## src/rtl/jt053247_pkg.sv

```systemverilog
// jt053247_pkg: shared types, constants and pixel picker for the sprite line drawer
package jt053247_pkg;
   typedef enum logic [1:0] {IDLE, FETCH0, FETCH1, DRAW} state_t;
   localparam logic [11:0] ZOOM_UNITY = 12'h40;
   localparam logic [15:0] TILE_SPAN  = 16'h400;
   localparam int          ROM_AW     = 21;
   // Pixel n sits in the top nibble after shifting left by 4n; 15-src is ~src on four bits
   function automatic logic [3:0] pix_sel(input logic [63:0] row, input logic [15:0] acc, input logic flip);
      logic [63:0] s;
      s = row << {acc[9:6] ^ {4{flip}}, 2'b00};
      return s[63:60];
   endfunction
endpackage

```

## src/rtl/jt053247_draw.sv

```systemverilog
// jt053247_draw: fetches one 16-pixel tile row and draws it zoomed/flipped into the object line buffer
module jt053247_draw
   import jt053247_pkg::*;
#(
   parameter int PW = 14
) (
   input  logic              clk,
   input  logic              rst,
   input  logic              dr_start,
   output logic              dr_busy,
   input  logic [15:0]       code,
   input  logic [9:0]        attr,
   input  logic              hflip,
   input  logic              vflip,
   input  logic [8:0]        hpos,
   input  logic [3:0]        ysub,
   input  logic [11:0]       hzoom,
   input  logic              hz_keep,
   output logic [ROM_AW-1:0] rom_addr,
   output logic              rom_cs,
   input  logic              rom_ok,
   input  logic [31:0]       rom_data,
   output logic [8:0]        buf_addr,
   output logic [PW-1:0]     buf_din,
   output logic              buf_we
);
   state_t            state_q, state_d;
   logic              first_q, first_d, busy_q, busy_d, rom_cs_q, rom_cs_d, buf_we_q, buf_we_d;
   logic [15:0]       acc_q, acc_d, resid_q, resid_d, acc0, nxt;
   logic [63:0]       row_q, row_d;
   logic [ROM_AW-1:0] rom_addr_q, rom_addr_d;
   logic [8:0]        buf_addr_q, buf_addr_d, hpos_q;
   logic [PW-1:0]     buf_din_q, buf_din_d;
   logic [9:0]        attr_q;
   logic [11:0]       step_q;
   logic              hflip_q, take, ok;
   logic [3:0]        px;
   assign dr_busy  = busy_q;
   assign rom_cs   = rom_cs_q;
   assign rom_addr = rom_addr_q;
   assign buf_we   = buf_we_q;
   assign buf_addr = buf_addr_q;
   assign buf_din  = buf_din_q;
   // Next-state: buf_* are loaded with the pixel belonging to the accumulator that is current in the next cycle
   always_comb begin
      state_d    = state_q;
      first_d    = 1'b0;
      busy_d     = 1'b0;
      acc_d      = acc_q;
      resid_d    = resid_q;
      row_d      = row_q;
      rom_cs_d   = 1'b0;
      rom_addr_d = rom_addr_q;
      buf_we_d   = 1'b0;
      buf_addr_d = buf_addr_q;
      buf_din_d  = buf_din_q;
      take       = state_q == IDLE && dr_start && !busy_q;
      acc0       = hz_keep ? resid_q : 16'd0;
      nxt        = acc_q + {4'd0, step_q};
      ok         = rom_ok && !first_q;
      px         = pix_sel(row_q, nxt, hflip_q);
      case (state_q)
         IDLE: if (take) begin
            busy_d = 1'b1;
            if (acc0 >= TILE_SPAN) resid_d = acc0 - TILE_SPAN;
            else begin
               state_d    = FETCH0;
               first_d    = 1'b1;
               acc_d      = acc0;
               rom_cs_d   = 1'b1;
               rom_addr_d = {code, ysub ^ {4{vflip}}, 1'b0};
            end
         end
         FETCH0: begin
            busy_d   = 1'b1;
            rom_cs_d = 1'b1;
            if (ok) begin
               row_d[63:32]  = rom_data;
               state_d       = FETCH1;
               first_d       = 1'b1;
               rom_addr_d[0] = 1'b1;
            end
         end
         FETCH1: begin
            busy_d   = 1'b1;
            rom_cs_d = !ok;
            if (ok) begin
               row_d[31:0] = rom_data;
               px          = pix_sel(row_d, acc_q, hflip_q);
               state_d     = DRAW;
               buf_we_d    = px != 4'd0;
               buf_addr_d  = hpos_q;
               buf_din_d   = PW'({attr_q, px});
            end
         end
         DRAW: begin
            if (nxt >= TILE_SPAN) begin
               state_d = IDLE;
               resid_d = nxt - TILE_SPAN;
            end else begin
               busy_d     = 1'b1;
               acc_d      = nxt;
               buf_we_d   = px != 4'd0;
               buf_addr_d = buf_addr_q + 9'd1;
               buf_din_d  = PW'({attr_q, px});
            end
         end
         default: state_d = IDLE;
      endcase
   end
   // State and output registers; request parameters are captured when a start is accepted
   always_ff @(posedge clk) begin
      if (rst) begin
         state_q    <= IDLE;
         first_q    <= 1'b0;
         busy_q     <= 1'b0;
         acc_q      <= '0;
         resid_q    <= '0;
         row_q      <= '0;
         rom_cs_q   <= 1'b0;
         rom_addr_q <= '0;
         buf_we_q   <= 1'b0;
         buf_addr_q <= '0;
         buf_din_q  <= '0;
         attr_q     <= '0;
         hflip_q    <= 1'b0;
         hpos_q     <= '0;
         step_q     <= ZOOM_UNITY;
      end else begin
         state_q    <= state_d;
         first_q    <= first_d;
         busy_q     <= busy_d;
         acc_q      <= acc_d;
         resid_q    <= resid_d;
         row_q      <= row_d;
         rom_cs_q   <= rom_cs_d;
         rom_addr_q <= rom_addr_d;
         buf_we_q   <= buf_we_d;
         buf_addr_q <= buf_addr_d;
         buf_din_q  <= buf_din_d;
         if (take) begin
            attr_q  <= attr;
            hflip_q <= hflip;
            hpos_q  <= hpos;
            step_q  <= hzoom == 12'd0 ? 12'd1 : hzoom;
         end
      end
   end
endmodule

```

## config.mk

```make
export PLATFORM = sky130hd
export DESIGN_NAME = jt053247_draw
export DESIGN_NICKNAME = d
export VERILOG_FILES = /design/src/rtl/jt053247_pkg.sv /design/src/rtl/jt053247_draw.sv
export SDC_FILE = /design/constraint.sdc
export NUM_CORES = 1
export LEC_CHECK = 0
export BUFFER_PORTS_ARGS = -buffer_cell sky130_fd_sc_hd__buf_2
export CAP_MARGIN = 25
export CORE_MARGIN = 2
export CORE_UTILIZATION = 25
export DETAILED_ROUTE_END_ITERATION = 8
export SYNTH_ARGS = -nofsm -noshare
export SYNTH_HDL_FRONTEND = slang
export SYNTH_SLANG_ARGS = --single-unit
```

## constraint.sdc

```tcl
create_clock -name clk -period 4.65 [get_ports clk]
set_input_delay 0.2325 -clock clk [delete_from_list [all_inputs] [get_ports clk]]
set_output_delay 0.2325 -clock clk [all_outputs]
set_load 0.005 [all_outputs]
```

# Yosys cells after proc, flatten, opt, wreduce, memory -nomap -nowiden
# Index checks and enable logic that the tools add are counted.
[classes]
div_mod_pow = 0
muxes = 37
multipliers = 0
addsub = 4
shift = 2
n_bitwise = 4
eq_ne = 10
magnitude_cmp = 2
reduce_logical = 22
[ops]
columns = ["operator", "n"]
rows = [
  ["$shl A64 B6 Y64", 2],
  ["$mux W16", 7],
  ["$pmux W16 S2", 2],
  ["$ge A16 B11 Y1 const B", 2],
  ["$sub A16 B11 Y16 const B", 2],
  ["$mux W14", 2],
  ["$pmux W14 S2", 1],
  ["$mux W9", 2],
  ["$pmux W9 S2", 1],
  ["$add A16 B12 Y16", 1],
  ["$logic_not A12 Y1", 1],
  ["$mux W12", 1],
  ["$ne A2 B2 Y1 const B", 6],
  ["$reduce_and A4 Y1", 3],
  ["$xor A4 B4 Y4", 3],
  ["$mux W1", 10],
  ["$mux W2", 5],
  ["$add A9 B1 Y9 const B", 1],
  ["$pmux W2 S4", 1],
  ["$reduce_bool A4 Y1", 2],
  ["$pmux W1 S2", 3],
  ["$pmux W1 S3", 2],
  ["$reduce_and A3 Y1", 2],
  ["$reduce_bool A2 Y1", 3],
  ["other kinds (10)", 16],
]
[word_totals]
regBits = 178
ramBits = 0
mem_count = 0
latchBits = 0
mem_bits_ro = 0
in_bits = 90

# Longest topological paths before layout
[depth]
ltp_word = 6
mapped_depth = 20
depth_no_buf = 18

# Worst setup path after synthesis
# Ideal clock, no wire load.
[synth_path]
kind = "flip-flop to flip-flop"
startpoint = "register acc_q[0]"
endpoint = "register resid_q[10]"
n_path_buf = 2
setup_time_ns = 0.128
required_ns = 4.522
stages_incl_launch_ff = 21
setup_slack_ns = 1.068
t_arrival_ns = 3.455
path_cell_list = "dfxtp_1 -> ha_1 -> inv_1 -> fa_1 -> nor2b_1 -> o31a_1 -> o21ai_1 -> a21oi_1 -> nor2_1 -> xnor2_1 -> ha_1 -> nand4b_1 -> nor4_1 -> nand2_1 -> o2111ai_1 -> or3_4 -> and2_1 -> buf_2 -> buf_6 -> mux2i_1 -> nor2_1"
[synth_between]
elab_chain_cells = 4
[synth_rtl]
columns = ["element", "line_no", "rtl"]
rows = [
  ["start: declaration", "jt053247_draw.sv:29", "logic [15:0] acc_q, acc_d, resid_q, resid_d, acc0, nxt;"],
  ["start signal: assignment", "jt053247_draw.sv:117", "acc_q <= '0;"],
  ["start signal: assignment", "jt053247_draw.sv:133", "acc_q <= acc_d;"],
  ["$add A16 B12 Y16 *", "jt053247_draw.sv:59", "nxt = acc_q + {4'd0, step_q};"],
  ["$sub A16 B11 Y16 or $ge A16 B11 Y1 (tied branches)", "jt053247_draw.sv:99, jt053247_draw.sv:97", ""],
  ["$mux W16 or $ne A2 B2 Y1 (tied branches)", "-", ""],
  ["$pmux W16 S2 or $reduce_and A4 Y1 (tied branches)", "-", ""],
  ["end signal: assignment", "jt053247_draw.sv:134", "resid_q <= resid_d;"],
  ["end: declaration", "jt053247_draw.sv:29", ""],
]
# Every way passes the cells marked *; elsewhere a longest branch is shown, timed or not. The select of a mux whose other input is x is not followed.
# A chain may end at the register's enable or synchronous reset.

# Worst setup path in the final report
[layout_path]
startpoint = "register acc_q[6]"
endpoint = "register resid_q[12]"
# The elaborated chain is that of the path after synthesis.

==> qor.yml <==
r2r_end: "resid_q[12]"
cts.sinks: 178
core_um2: 35700
p_int_uw: 3410
synthCells: 1086
final_nets: 1294
track_usage_pct: 13.5
ys_top_cells_by_area: "dfxtp_1 (39%), nand2_1 (9.4%), a21oi_1 (7.8%)"
sw_frac_of_total_pct: 38.3
synth.distinct_cells: 58
antenna_found_initial: 1
synthTopCellsByCount: "nand2_1 (228), dfxtp_1 (178), a21oi_1 (141)"
floorplan.rows: 69
timing.hold.ws_ns: 0.0251
insertion_delay_ns: 0.44
areaGrowthSynthToFinish_pct: 19.0
synth_top_cell_area_share_pct: 39.3
drv_slew: 0
max_freq_ghz: 0.232
clkPwrFrac_pct: 25.9
max_cap_viol_count: 0
routed_wl_um: 25400
io_buffer_count: 136
syn-num-nets: 1198
grt_setup_unrepaired: "no"
syn_area_per_cell_um2: 8.35
grt_pass1_wl_um: 41200
power_uw: 5530
grt_overflow: 0
cp-end-kind: "flip-flop"
placed_area_um2: 10200
grt_pass1_vias: 7545
synthFlopType: "dfxtp_1"
cts_tree: "yes"
dp.final_hpwl_um: 18400
yosysMostFrequentCell: "nand2_1"
dr.pass1.iters: 4
die-area_um2: 37800
crit_type: "reg -> reg"
die_y_um: 194
place_ws_ns: 0.335
clk_path_buf_depth: 2
combPwrFrac_pct: 39.0
pin_count: 137
critPathLaunchType: "flip-flop"
ir_drop_mv: 0.211
syn_area_um2: 9070
path_clk_slew_ns: 0.08
max-slew-margin-rel_pct: 34.6
final_layout_size_suffix_gt1_share_pct: 20.3
reg2regPathDepth: 16
ant_nets: 0
outcome: "complete, no violations"
drt_iter0_drc: 452
async_flop_share_pct: 0
vias: 7899
seq_area_frac_synth_pct: 39.3
hold_depth: 3
synth.largest_area_cell: "dfxtp_1"
timing.rr.start: "acc_q[6]"
min_path_type: "in -> reg"
netSwitchingPower_uw: 2120
cp_max_fo: 19
grt_max_degree: 80
rrSetupSlack_ns: 0.34
drt-vias-per-instance: 4.77
wl_per_cell_um: 15.3
timing.final.ws_setup_ns: 0.343
min_period_over_period_pct: 92.6
worst_pin_slew_ns: 0.980
gp_congestion: 0.828
initial_core_util_pct: 25.4
cts_buffers: 17
setup_viol: 0
crit_arrival_ns: 4.66
pwr-share-seq_pct: 35.1
p_leak_uw: 0.00446
crit_end: "resid_q[12]"
die_x_um: 194
fin_crit_ns: 4.31
worstSetupStartpoint: "acc_q[6]"
hold_viol: 0
drc: 0
fin_skew_ns: 0.00953
yosys_register_bits: 178
finalSetupTns_ns: 0
post-route-cell-area_um2: 10800
cts_max_level: 4
power_density_nw_per_um2: 512
clock-root-buffer: "clkbuf_16"
synth_edf_count: 0
crit_required_ns: 5.01
yosys_warnings: 0
==> worst max-delay path, cell delays in order (launching register included) <==
cell       delay (ns)
dfxtp_1          0.35
ha_1             0.49
a21oi_2          0.23
o21ai_1          0.10
a21o_1           0.18
a221o_1          0.41
xnor2_1          0.31
ha_1             0.22
nand4b_1         0.12
nor4_2           0.34
nand2_1          0.11
o2111ai_1        0.26
or3_4            0.21
and2_1           0.29
buf_12           0.21
o21ai_0          0.12
a221oi_2         0.27
==> layout make-up <==
type                       count  area (um2)
timing repair buffer         153         883
sequential                   178        3560
multi-input combinational    815        5130
tap                          461         577
antenna                        1        2.50
clock inverter                15         149
fill                        3777       24900
inverter                      17        63.8
clock buffer                  17         425
==> layer usage <==
metal / GRT usage (%) / vias to the layer above / wire (um)
li1: - / 3959 / -
met1: 18.1 / 3741 / 11900
met2: 21.8 / 175 / 11900
met3: 2.62 / 24 / 1200
met4: 4.73 / 0 / 428
met5: 0 / - / 0
==> cell families after synthesis <==
kind of cell,Yosys count,synth area share (%)
DFF,178,39.3
and+or+nand+nor,429,20.5
muxes,102,14.3
buffers and inverters,93,4.46
AOI/OAI and AO/OA,234,15.6
adders and majority gates,22,3.12
xor gates and xnor gates,28,2.70
==> power groups by stage <==
stage	Clock [uW]	Combinational [uW]	Sequential, uW
2_1_floorplan	0	1620	1920
3_3_place_gp	0	2120	1960
3_5_place_dp	0	2160	1970
4_1_cts	1470	2170	1930
5_1_grt	1520	2410	1970
6_report	1430	2160	1940
==> per-stage QoR <==
stage	instances	util (%)
2_1_floorplan	1086	-
3_3_place_gp	1621	28.4
3_5_place_dp	1624	28.6
4_1_cts	1656	30.2
5_1_grt	1657	30.3
6_report	1657	30.3
==> registers in the layout, summed over array words and instances (netlist names) <==
signal    flops
acc_q        16
attr_q       10
buf_addr      9
buf_din      14
buf_we        1
dr_busy       1
first_q       1
hflip_q       1
hpos_q        9
resid_q      16
rom_addr     21
rom_cs        1
row_q        64
state_q       2
step_q       12
==> cell usage in the layout (no fill, tap or decap), types with 5 or more instances in the layout <==
master and count:
o21ai_0 21, ha_1 21, nand3_1 19, and2_1 12, a21oi_1 140, or3_1 6, mux2i_1 64, nor3_1 18
buf_4 14, nor4_1 5, o221ai_1 6, a31oi_1 5, buf_2 135, nor2b_1 5, nand2_1 228, a221oi_1 5
a21o_1 5, xor2_1 7, nand2b_1 12, inv_6 7, dfxtp_1 178, xnor2_1 19, nor2_1 96, a211oi_1 19
nor4b_1 5, and3_1 6, o32ai_1 6, mux2_2 18, clkbuf_16 17, inv_1 17, mux4_2 20
==> how the worst min path moves through the flow <==
stage              start           end
2_1_floorplan   hzoom[6]     step_q[6]
3_3_place_gp    row_q[7]      row_q[7]
3_5_place_dp   row_q[31]     row_q[31]
4_1_cts         code[14]  rom_addr[19]
5_1_grt         code[11]  rom_addr[16]
6_report        code[10]  rom_addr[15]
==> what timing repair did <==
item                       in CTS  in global routing
setup endpoints to repair       0                 26
gates resized for setup         0                  2
buffers inserted                0                  0
hold buffers                    0                  0
No activity file was read; power rests on OpenSTA's default activity.
